### src/rtl/audio_pkg.sv
`default_nettype none
// ============================================================================
// audio_pkg : shared state encoding and BRAM word-address helpers
// Revision  : 1.0
// ============================================================================
package audio_pkg;

  typedef enum logic [1:0] {
    ST_IDLE  = 2'd0,
    ST_READ  = 2'd1,
    ST_DRAIN = 2'd2,
    ST_DONE  = 2'd3
  } rd_state_e;

  localparam logic [31:0] WORD_BYTES = 32'd4;

  // Byte address of word idx; wraps naturally modulo 2^32.
  function automatic logic [31:0] word_addr(input logic [31:0] base,
                                            input logic [31:0] idx);
    return base + idx * WORD_BYTES;
  endfunction

endpackage
`default_nettype wire

### src/rtl/sync_fifo.sv
`default_nettype none
// ============================================================================
// sync_fifo : single-clock FIFO with occupancy count, power-of-two depth
// Revision  : 1.0
// ============================================================================
module sync_fifo #(
  parameter  int WIDTH = 32,
  parameter  int DEPTH = 4,
  localparam int AW    = $clog2(DEPTH),
  localparam int CW    = $clog2(DEPTH + 1)
) (
  input  logic             clk_in,
  input  logic             rst_in,
  input  logic             push_i,
  input  logic [WIDTH-1:0] din_i,
  input  logic             pop_i,
  output logic [WIDTH-1:0] dout_o,
  output logic             empty_o,
  output logic [CW-1:0]    count_o
);

  logic [WIDTH-1:0] mem_q [DEPTH];
  logic [AW-1:0]    wptr_q, rptr_q;
  logic [CW-1:0]    count_q;
  logic             full, do_push, do_pop;

  assign empty_o = (count_q == '0);
  assign full    = (count_q == CW'(DEPTH));
  assign do_pop  = pop_i && !empty_o;
  // A pop in the same cycle frees the slot, so a full FIFO may still accept.
  assign do_push = push_i && (!full || do_pop);
  assign dout_o  = mem_q[rptr_q];
  assign count_o = count_q;

  always_ff @(posedge clk_in) begin
    if (do_push) mem_q[wptr_q] <= din_i;
  end

  always_ff @(posedge clk_in) begin
    if (rst_in) begin
      wptr_q  <= '0;
      rptr_q  <= '0;
      count_q <= '0;
    end else begin
      if (do_push) wptr_q <= wptr_q + AW'(1);
      if (do_pop)  rptr_q <= rptr_q + AW'(1);
      count_q <= count_q + CW'(do_push) - CW'(do_pop);
    end
  end

endmodule
`default_nettype wire

### src/rtl/bram_frame_reader.sv
`default_nettype none
// ============================================================================
// bram_frame_reader : streams one frame of words out of BRAM port B
// Revision          : 1.0
// ============================================================================
module bram_frame_reader
  import audio_pkg::*;
#(
  parameter int FRAME_WORDS = 512,
  parameter int RD_LAT      = 1,
  parameter int FIFO_DEPTH  = 4
) (
  input  logic        clk_in,
  input  logic        rst_in,
  input  logic        start,
  input  logic [31:0] base_addr,
  output logic        busy,
  output logic        done,
  output logic        rstb,
  output logic        enb,
  output logic [3:0]  web,
  output logic [31:0] addrb,
  output logic [31:0] dinb,
  input  logic [31:0] doutb,
  output logic [31:0] m_data,
  output logic        m_valid,
  input  logic        m_ready,
  output logic        m_last
);

  localparam int IW = $clog2(FRAME_WORDS + 1);
  localparam int CW = $clog2(FIFO_DEPTH + 1);

  rd_state_e         state_q, state_d;
  logic [31:0]       base_q, base_d;
  logic [IW-1:0]     issued_q, issued_d;
  logic [IW-1:0]     accepted_q, accepted_d;
  logic [RD_LAT-1:0] vld_q, vld_d;

  logic [CW-1:0]     fifo_count;
  logic              fifo_empty;
  logic [CW:0]       outstanding;
  logic              issue, pop;

  assign rstb = 1'b0;
  assign web  = 4'b0;
  assign dinb = 32'b0;

  always_comb begin
    outstanding = '0;
    for (int i = 0; i < RD_LAT; i++) outstanding = outstanding + (CW+1)'(vld_q[i]);
  end

  // Credit = reads in flight plus words buffered; never exceed the FIFO.
  assign issue = (state_q == ST_READ) && (issued_q < IW'(FRAME_WORDS)) &&
                 ((outstanding + (CW+1)'(fifo_count)) < (CW+1)'(FIFO_DEPTH));

  assign enb     = issue;
  assign addrb   = issue ? word_addr(base_q, 32'(issued_q)) : 32'b0;
  assign m_valid = !fifo_empty;
  assign m_last  = m_valid && (accepted_q == IW'(FRAME_WORDS - 1));
  assign pop     = m_valid && m_ready;
  assign busy    = (state_q == ST_READ) || (state_q == ST_DRAIN);
  assign done    = (state_q == ST_DONE);

  always_comb begin
    vld_d[0] = issue;
    for (int i = 1; i < RD_LAT; i++) vld_d[i] = vld_q[i-1];
  end

  always_comb begin
    state_d    = state_q;
    base_d     = base_q;
    issued_d   = issued_q;
    accepted_d = pop ? accepted_q + IW'(1) : accepted_q;
    case (state_q)
      ST_IDLE: begin
        if (start) begin
          base_d     = base_addr;
          issued_d   = '0;
          accepted_d = '0;
          state_d    = ST_READ;
        end
      end
      ST_READ: begin
        if (issue) begin
          issued_d = issued_q + IW'(1);
          if (issued_q == IW'(FRAME_WORDS - 1)) state_d = ST_DRAIN;
        end
      end
      ST_DRAIN: begin
        if (pop && m_last) state_d = ST_DONE;
      end
      ST_DONE: state_d = ST_IDLE;
      default: state_d = ST_IDLE;
    endcase
  end

  always_ff @(posedge clk_in) begin
    if (rst_in) begin
      state_q    <= ST_IDLE;
      base_q     <= '0;
      issued_q   <= '0;
      accepted_q <= '0;
      vld_q      <= '0;
    end else begin
      state_q    <= state_d;
      base_q     <= base_d;
      issued_q   <= issued_d;
      accepted_q <= accepted_d;
      vld_q      <= vld_d;
    end
  end

  sync_fifo #(
    .WIDTH (32),
    .DEPTH (FIFO_DEPTH)
  ) u_fifo (
    .clk_in  (clk_in),
    .rst_in  (rst_in),
    .push_i  (vld_q[RD_LAT-1]),
    .din_i   (doutb),
    .pop_i   (pop),
    .dout_o  (m_data),
    .empty_o (fifo_empty),
    .count_o (fifo_count)
  );

endmodule
`default_nettype wire
### config.mk
export PLATFORM = sky130hd
export DESIGN_NAME = bram_frame_reader
export DESIGN_NICKNAME = d
export VERILOG_FILES = /design/src/rtl/audio_pkg.sv /design/src/rtl/sync_fifo.sv /design/src/rtl/bram_frame_reader.sv
export SDC_FILE = /design/constraint.sdc
export NUM_CORES = 1
export LEC_CHECK = 0
export CAP_MARGIN = 40
export CORE_AREA = 10 10 138 140
export CTS_BUF_LIST = sky130_fd_sc_hd__clkbuf_4 sky130_fd_sc_hd__clkbuf_8 sky130_fd_sc_hd__clkbuf_16
export DETAILED_ROUTE_END_ITERATION = 8
export DIE_AREA = 0 0 148 150
export PLACE_DENSITY = 0.84
export SETUP_SLACK_MARGIN = 0.02
export SLEW_MARGIN = 20
export SYNTH_ARGS = -nofsm -noshare
export SYNTH_HDL_FRONTEND = slang
export SYNTH_SLANG_ARGS = --single-unit
### constraint.sdc
create_clock -name clk_in -period 6.1 [get_ports clk_in]
set_input_delay 0.915 -clock clk_in [delete_from_list [all_inputs] [get_ports clk_in]]
set_output_delay 0.915 -clock clk_in [all_outputs]
set_load 0.02 [all_outputs]
==> reports/qor.csv <==
stage;metric;value;unit
synth;synth_warnings;0;
setup_path;r2r.worst_path.cells;8;
grt;grt-ovfl-total;0;
synth;number_of_standard_cells_after_synthesis;721;
clock_network;cts_tree;built;
floorplanning;start_util;0.542;
final_layout;nNetsFinal;949;
synth;most_repeated_cell_in_the_gate_level_netlist_after_synthesis;sky130_fd_sc_hd__edfxtp_1;
timing;final.setup.tns;0;ps
synth;synth-edff-count;128;
clock_network;cts.repair.resized;0;
grt;grt_max_degree;54;
clock_network;cts-buffers-inserted;17;
grt;vias_in_the_first_global_route;5809;
drt;detail_route.wirelength;19600;um
synth;ys_async_sr_fraction;0;
floorplanning;design.portCount;174;
setup_path;timing.critical_path.from_type;flop;
floorplanning;num_rows;47;
floorplanning;die_y;150;um
synth;synth_largest_area_cell;sky130_fd_sc_hd__edfxtp_1;
drt;vias;5969;
final_layout;post_route_cells_drive_above_1_share;0.108;
floorplanning;die_width;148;um
placement;dp_hpwl;13600;um
synth;post_synthesis_register_bit_count;192;
final_layout;flow.area_growth_from_synthesis;22.3;%
drt;route.detailed.wl_per_inst;18.0;um
power_and_ir_drop;power.density_cell_area;357;nW/um^2
power_and_ir_drop;power.internal;2.59;mW
clock_network;clock_latency;430;ps
worst_hold_path;hold_path_class;flop to flop;
setup_path;criticalPathCategory;flop to output pin;
synth;yosysSeqAreaShare;0.578;
clock_network;cts.repair_timing.setup_buffer_count;0;
timing;layout_min_cycle_time;4490;ps
timing;finalMaxSlewViolations;0;
synth;yosys.cell_types.count;68;
placement;port_buffers;136;
clock_network;clkSlewWorstSetupHoldPaths;70;ps
power_and_ir_drop;pwr-share-seq;0.414;
power_and_ir_drop;p_clk_frac;0.270;
clock_network;cts-root-to-sink-buffers;2;
drt;drt_drc_violations_left;0;
power_and_ir_drop;comb_power_share;0.316;
timing;setup_viol;0;
floorplanning;placeableCoreArea;16300;um^2
grt;gr-usage-all-layers;0.176;
timing;maxClockFrequency;223;MHz
placement;instance_area_at_placement;10300;um^2
setup_path;critical_path_required;5180;ps
power_and_ir_drop;power.ir.vdd_worst;195;uV
synth;dominantRegCellSynth;sky130_fd_sc_hd__edfxtp_1;
clock_network;cts.sink_count;192;
drt;drtAntennaViolNets;0;
synth;synthesis.area;8860;um^2
timing;postLayoutSetupSlackWorst;1610;ps
worst_hold_path;whs_path_depth;2;
grt;grt_first_pass_wirelength;31000;um
timing;timing.hold.ws;456;ps
setup_path;crit_path_end_kind;output pin;
floorplanning;die-area;22200;um^2
final_layout;count_of_antenna_diodes_in_the_layout;0;
timing;rsz_0062_raised_after_global_routing;false;
timing;worst_clock_skew;6.94;ps
synth;synthesis.area_per_instance;12.3;um^2
timing;period_share;0.736;
synth;synth_top_cell_area_share;0.434;
job;cap_violations;0;
placement;routabilityCongestion;0.833;
timing;worst_pin_slew;778;ps
final_layout;final_cell_area;10800;um^2
drt;via_per_inst;5.49;
drt;drt_pre_antenna_iters;5;
clock_network;clk_root_buffer_cell;sky130_fd_sc_hd__clkbuf_16;
setup_path;arrival;3580;ps
power_and_ir_drop;switching_share;0.330;
drt;drt-initial-drc-count;415;
timing;report.final.hold_viol_count;0;
timing;slew-limit-headroom;0.479;
synth;synth.cells.most_frequent;sky130_fd_sc_hd__edfxtp_1, sky130_fd_sc_hd__nand2_1, sky130_fd_sc_hd__a21oi_1;
clock_network;cts_max_level;4;
placement;place_ws;2080;ps
grt;antenna_violations_before_repair;0;
power_and_ir_drop;p_leak;3.71;nW
setup_path;critical_path_peak_fanout;11;
run_status;outcome;finished, final reports clean;
clock_network;post_cts_hold_buffer_count;0;
synth;post_synth_main_area_contributors;sky130_fd_sc_hd__edfxtp_1, sky130_fd_sc_hd__dfxtp_1, sky130_fd_sc_hd__mux4_2, sky130_fd_sc_hd__nand2_1, sky130_fd_sc_hd__a21oi_1;
power_and_ir_drop;netSwitchingPower;1.27;mW
## state kept, by name, indices dropped and copies added, names as in the netlist, named ones only
name / cells
u_fifo.count_o: 3
u_fifo.rptr_q: 2
accepted_q: 10
u_fifo.mem_q: 128
u_fifo.wptr_q: 2
issued_q: 10
state_q: 2
base_q: 32
vld_q: 1
## power by group through the flow
| stage | Combinational [mW] | Sequential [mW] | Clock [mW] |
|---|---|---|---|
| 6_report | 1.22 | 1.60 | 1.04 |
| 5_1_grt | 1.33 | 1.61 | 1.12 |
| 4_1_cts | 1.24 | 1.60 | 1.07 |
| 3_5_place_dp | 1.23 | 1.63 | 0 |
| 3_3_place_gp | 1.21 | 1.62 | 0 |
| 2_1_floorplan | 0.824 | 1.60 | 0 |
## cells by family after synthesis
family,Yosys count,synth area share
DFF,192,0.578
muxes,37,0.0870
adders and majority gates,26,0.0384
buffers and inverters,91,0.0580
other,1,0.000423
and+or+nand+nor,228,0.129
AOI/OAI and AO/OA,130,0.0928
xor gates and xnor gates,16,0.0158
## final timing paths
path                                     start                           end  slack [ps]
setup reg to reg  u_fifo.count_o[2]$_SDFF_PP0_  u_fifo.count_o[2]$_SDFF_PP0_        3490
hold / removal          base_q[0]$_SDFFE_PP0P_        base_q[0]$_SDFFE_PP0P_         460
setup / recovery      issued_q[0]$_SDFFE_PP0P_                     addrb[22]        1610
hold reg to reg         base_q[0]$_SDFFE_PP0P_        base_q[0]$_SDFFE_PP0P_         460
## through the flow
step	instances	total power, mW	utilization
after floorplan	757	2.42	-
after global placement	1055	2.83	0.629
after detailed placement	1056	2.86	0.629
after CTS	1088	3.90	0.663
after global routing	1088	4.06	0.663
final	1088	3.86	0.663
## area by class of cell
cell class | instances | area [um^2]
Fill cell | 1246 | 5510
Sequential cell | 192 | 5130
Multi-Input combinational cell | 474 | 3360
Timing Repair Buffer | 147 | 1440
Clock buffer | 18 | 433
Tap cell | 220 | 275
Clock inverter | 14 | 121
Inverter | 23 | 86.3
## worst max-delay path, cell delays in order, from the launching register on
cell and delay, ps:
sky130_fd_sc_hd__dfxtp_1 430, sky130_fd_sc_hd__ha_1 200, sky130_fd_sc_hd__inv_1 50, sky130_fd_sc_hd__fa_1 370
sky130_fd_sc_hd__nor2b_1 210, sky130_fd_sc_hd__o211ai_1 160, sky130_fd_sc_hd__and4_1 340, sky130_fd_sc_hd__or4_1 530
sky130_fd_sc_hd__a21oi_1 200, sky130_fd_sc_hd__clkdlybuf4s50_1 650
## cell usage in the layout, fill, tap and decap left out, drive strengths merged, types with 9 or more instances in the layout
cell type,count
a21oi,66
buf,12
clkbuf,18
clkdlybuf4s50,135
conb,37
dfxtp,64
edfxtp,128
ha,24
inv,32
mux4,32
nand2,103
nand3,16
nand4,9
nor2,30
nor3,10
o21ai,19
o31ai,9
or3,10
xor2,12
## per-layer routing
layer	share of wire	vias up	GRT usage	wire, um
met5	0	-	0	0
met4	0.013	0	0.0555	263
met3	0.085	19	0.0574	1660
met2	0.49	219	0.294	9680
met1	0.41	2859	0.212	7970
li1	-	2872	-	-
No activity file was read; power rests on OpenSTA's default activity.
